### src/rtl/vec_pkg.sv
// Shared constants and state type for the vector store/load datapath.
package vec_pkg;

    localparam int unsigned NLANES     = 5;
    localparam int unsigned DW         = 32;
    localparam int unsigned AW         = 32;
    localparam int unsigned WORD_BYTES = 4;

    typedef enum logic [1:0] {
        IDLE,
        STORE,
        FIN
    } vst_state_t;

endpackage

### src/rtl/vec_lane_mux.sv
// Combinational NLANES:1 element selector over a packed vector.
module vec_lane_mux #(
    parameter int unsigned NLANES = 5,
    parameter int unsigned DW     = 32,
    parameter int unsigned IW     = 3
) (
    input  logic [NLANES*DW-1:0] vec,
    input  logic [IW-1:0]        sel,
    output logic [DW-1:0]        elem
);

    always_comb begin
        elem = '0;
        for (int unsigned i = 0; i < NLANES; i++) begin
            if (sel == IW'(i)) elem = vec[i*DW +: DW];
        end
    end

endmodule

### src/rtl/vector_store_unit.sv
// Drains one latched vector to memory as sequential word writes; Moore outputs.
module vector_store_unit
    import vec_pkg::*;
#(
    parameter int unsigned NLANES = vec_pkg::NLANES,
    parameter int unsigned DW     = vec_pkg::DW,
    parameter int unsigned AW     = vec_pkg::AW
) (
    input  logic                 clk,
    input  logic                 reset,
    input  logic                 start,
    input  logic [AW-1:0]        base_addr,
    input  logic [NLANES*DW-1:0] vec_in,
    input  logic [NLANES-1:0]    lane_mask,
    input  logic                 mem_ready,
    output logic                 busy,
    output logic                 MemWrite,
    output logic [AW-1:0]        DataAdr,
    output logic [DW-1:0]        WriteData,
    output logic                 done
);

    localparam int unsigned IW = (NLANES > 1) ? $clog2(NLANES) : 1;
    localparam int unsigned SH = $clog2(WORD_BYTES);

    vst_state_t          state, state_nx;
    logic [IW-1:0]       idx;
    logic [AW-1:0]       base_q;
    logic [NLANES*DW-1:0] vec_q;
    logic [NLANES-1:0]   mask_q;
    logic [DW-1:0]       elem;
    logic                lane_on;
    logic                advance;

    vec_lane_mux #(
        .NLANES(NLANES),
        .DW    (DW),
        .IW    (IW)
    ) u_mux (
        .vec (vec_q),
        .sel (idx),
        .elem(elem)
    );

    assign lane_on = mask_q[idx];
    // Masked lanes consume one cycle without waiting on the memory.
    assign advance = !lane_on || mem_ready;

    always_ff @(posedge clk or negedge reset) begin
        if (!reset) begin
            state  <= IDLE;
            idx    <= '0;
            base_q <= '0;
            vec_q  <= '0;
            mask_q <= '0;
        end else begin
            state <= state_nx;
            case (state)
                IDLE: if (start) begin
                    base_q <= base_addr;
                    vec_q  <= vec_in;
                    mask_q <= lane_mask;
                    idx    <= '0;
                end
                STORE: if (advance && idx != IW'(NLANES - 1)) idx <= idx + IW'(1);
                default: idx <= '0;
            endcase
        end
    end

    always_comb begin
        state_nx  = state;
        busy      = 1'b0;
        MemWrite  = 1'b0;
        DataAdr   = '0;
        WriteData = '0;
        done      = 1'b0;
        case (state)
            IDLE: if (start) state_nx = STORE;
            STORE: begin
                busy      = 1'b1;
                MemWrite  = lane_on;
                DataAdr   = base_q + (AW'(idx) << SH);
                WriteData = elem;
                if (advance && idx == IW'(NLANES - 1)) state_nx = FIN;
            end
            FIN: begin
                busy     = 1'b1;
                done     = 1'b1;
                state_nx = IDLE;
            end
            default: state_nx = IDLE;
        endcase
    end

endmodule

### config.mk
export PLATFORM = sky130hd
export DESIGN_NAME = vector_store_unit
export DESIGN_NICKNAME = d
export VERILOG_FILES = /design/src/rtl/vec_pkg.sv /design/src/rtl/vec_lane_mux.sv /design/src/rtl/vector_store_unit.sv
export SDC_FILE = /design/constraint.sdc
export NUM_CORES = 1
export LEC_CHECK = 0
export CAP_MARGIN = 20
export CORE_ASPECT_RATIO = 0.75
export CORE_MARGIN = 2
export CORE_UTILIZATION = 40
export CTS_CLUSTER_SIZE = 25
export DETAILED_ROUTE_END_ITERATION = 7
export PLACE_DENSITY = 0.68
export SKIP_CTS_REPAIR_TIMING = 1
export SYNTH_ARGS = -nofsm -noshare
export SYNTH_HDL_FRONTEND = slang
export SYNTH_HIERARCHICAL = 1
export SYNTH_SLANG_ARGS = --single-unit
### constraint.sdc
create_clock -name clk -period 3.3 [get_ports clk]
set_input_delay 0.66 -clock clk [delete_from_list [all_inputs] [get_ports clk]]
set_output_delay 0.66 -clock clk [all_outputs]
set_load 0.01 [all_outputs]
==> impl_results.md <==
- Post-Synth Adder-Cell Area: 1.33%
- Main combinational cell family by area after synthesis: multiplexers
- Ys async rst share: 100%
- Synth Flop Type: dfrtp_1
- Finished Core Util: 58.3%
- Synth Register Bits: 202
- Hold Violations, Final: 0
- Starting Density: 40.4%
- Num rows: 50
- P_int: 8.76 mW
- Fmax: 0.281 GHz
- Delay-heaviest family, CP: simple AND/OR/NAND/NOR gates
- Vias in the first global route: 7682
- Setup CP Type: flop to primary output
- Number of max-cap violations: 0
- Most common cell after layout, fill and taps aside: mux2_2
- Share of layout cells above drive strength 1: 32.4%
- Drc violations: 0
- Reg2reg setup slack: 1100 ps
- Reg clk slew, reported paths: 60 ps
- Library cells used by synthesis: 54
- Fin crit share: 108%
- Avg Cell Area, Syn: 12.2 µm²
- Die Y-Extent: 141 µm
- Largest net degree at the start of global routing: 75
- Crit path required time: 2640 ps
- RSZ-0062 raised after global routing: yes
- Core footprint: 0.0247 mm²
- CP Cell Sequence: ha_4 > a211o_1 > o211ai_1 > buf_4 > or3_4 > or4_1 > a21oi_1 > clkbuf_2
- Placer congestion estimate: 0.835
- Post-layout min period: 3560 ps
- Die area: 0.0262 mm²
- All-Layer GR Usage: 20.7%
- Syn Std Cell Area: 0.00997 mm²
- Clk_lat worst skew: 510 ps
- Antenna Nets Post-Route: 0
- Area added between synthesis and finish: 44.3%
- Failing checks: setup timing
- Crit path max-delay cell type: dfrtp_1
- Critical path buffers and inverters: 2
- First DRT Iteration DRCs: 439
- Routed length per instance: 20.4 µm
- Seq pwr share: 34.2%
- Fillers: 2060
- Worst Path Arrival: 2900 ps
- Sw Share: 33.7%
- Worst Path Max Fanout: 6
- Worst vdd ir: 0.473 mV
- Slew margin rel.: 57.2%
- Pins Over Slew Limit: 0
- XOR/XNOR Fraction of Synth Area: 1.84%
- Congestion Overflow GR: 0
- Slew @ Worst Pin: 642 ps
- Multiplexer share of the synthesized area: 26.5%
- Final WL: 29900 µm
- Most frequent cells in the layout: mux2_2, clkdlybuf4s50_1, dfrtp_1
- NetSw: 4.45 mW
- Global-route wire length before repair: 43100 µm
- EDFF count, synth: 0
- Clock Sinks: 202
- Leak: 6.53 nW
- Multi-input gate area: 0.00474 mm²
- Reg2reg path depth: 7
- Clk pwr share: 19.4%
- 1st-pass router iterations: 5
- Power, Total: 13.2 mW
- Final setup fails: 5
- # IOs: 268
- Number of CTS-inserted buffers: 22
- PwrDens: 918 mW/mm²
- Status: finished with violations
- Clk_skew: 25.4 ps
- Cell count after synthesis: 820
- Nets: 1320
- R2R Path End: idx[1]$_DFFE_PN0P_
- Worst min-delay path class: input port to asynchronous set/reset pin
- Vias per cell: 5.26
- Crit path largest cell delay: 420 ps
- Syn Nets: 1031
- Die Wd: 186 µm
- TritonCTS clock tree: built
- Initial antenna violation count: 1
- Post-DP HPWL: 19100 µm
- Register area share after synthesis: 50.7%
- Routed vias: 7695
- Simple-gate portion of the synthesized area: 9.77%
- Worst setup EP type: primary output
- Comb pwr share: 46.3%
- Crit path launch type: flop
- H-Tree Depth: 1
- Worst reg2reg startpoint: idx[1]$_DFFE_PN0P_
- Port bufs: 267
- Pre-CTS setup slack: 45.9 ps
- Synth warn: 6
- CTS max path bufs: 3
- Fin worst setup slack: -258 ps
- Seq. cell area: 0.00506 mm²
- Synth Area in Compound Gates: 6.74%
- Clk Tree Root Cell: clkbuf_16
synthesized netlist by cell type, drive strengths merged, types with 5 or more instances:
| library cell | n | area share (%) |
|---|---|---|
| and2 | 36 | 2.3 |
| xor2 | 5 | 0.44 |
| nor2 | 59 | 2.2 |
| ha | 9 | 1.1 |
| dfrtp | 202 | 51 |
| a32oi | 32 | 2.8 |
| buf | 25 | 1.6 |
| nor3 | 9 | 0.45 |
| nand2 | 50 | 2.0 |
| xnor2 | 16 | 1.4 |
| inv | 11 | 0.41 |
| clkbuf | 30 | 1.1 |
| nor4 | 7 | 0.44 |
| a21oi | 7 | 0.35 |
| nand3 | 7 | 0.40 |
| mux2 | 232 | 26 |
| a31oi | 33 | 2.1 |
sequential cells by signal, indices dropped and copies added, names as in the netlist:
name,count
base_q,32
state,2
mask_q,5
idx,3
vec_q,160
metrics by stage:
stage          hold slack (ps)  cells  setup TNS [ps]  area [µm²]
3_5_place_dp               488   1398               0       13100
2_1_floorplan              364    820               0        9970
4_1_cts                    199   1438          -20290       13900
6_report                   179   1464            -611       14400
5_1_grt                    219   1464           -1460       14400
3_3_place_gp               482   1398               0       13100
power groups by stage:
| stage | registers, mW | logic, mW | clock network [mW] |
|---|---|---|---|
| 3_3_place_gp | 4.49 | 5.95 | 0 |
| 2_1_floorplan | 4.30 | 3.82 | 0 |
| 3_5_place_dp | 4.53 | 6.03 | 0 |
| 4_1_cts | 4.50 | 6.07 | 2.64 |
| 5_1_grt | 4.67 | 6.62 | 2.75 |
| 6_report | 4.52 | 6.12 | 2.57 |
logic make-up (layout without fill, tap and decap cells):
group | count (synthesis) | count (layout)
adder cells (fa/ha/maj) | 10 | 10
multiplexers | 235 | 235
flip-flops | 202 | 202
buffers and inverters | 66 | 371
AO/OA/AOI/OAI | 91 | 91
AND/OR/NAND/NOR | 195 | 195
other | 0 | 1
XOR/XNOR | 21 | 21
layout make-up:
type | instances | share of cell area, %
sequential | 202 | 35.1
multi-input combinational | 552 | 32.9
timing repair buffer | 320 | 23.5
clock buffer | 33 | 4.40
tap | 338 | 2.94
clock inverter | 7 | 0.765
inverter | 11 | 0.287
antenna | 1 | 0.0174
worst max path at each step:
| stage | startpoint | end | cells after the start |
|---|---|---|---|
| 6_report | base_q[3]$_DFFE_PN0P_ | DataAdr[25] | 8 |
| 5_1_grt | base_q[3]$_DFFE_PN0P_ | DataAdr[25] | 8 |
| 4_1_cts | idx[0]$_DFFE_PN0P_ | DataAdr[28] | 9 |
| 3_5_place_dp | idx[0]$_DFFE_PN0P_ | DataAdr[26] | 9 |
| 3_3_place_gp | idx[0]$_DFFE_PN0P_ | DataAdr[28] | 9 |
| 2_1_floorplan | idx[0]$_DFFE_PN0P_ | DataAdr[26] | 8 |
metal layers:
metal	GRT usage (%)	routed length [µm]
met1	28.7	13700
met5	0	0
met2	32.2	13300
met4	5.05	730
met3	5.78	2230
worst reg2reg max path, cell delays in order (launching register included):
cell and delay, ps:
dfrtp_2 430, buf_4 150, buf_8 160, mux2i_1 180, or3_1 340, a21oi_1 370, mux2_2 380, o211ai_1 100
No activity file was read; power rests on OpenSTA's default activity.
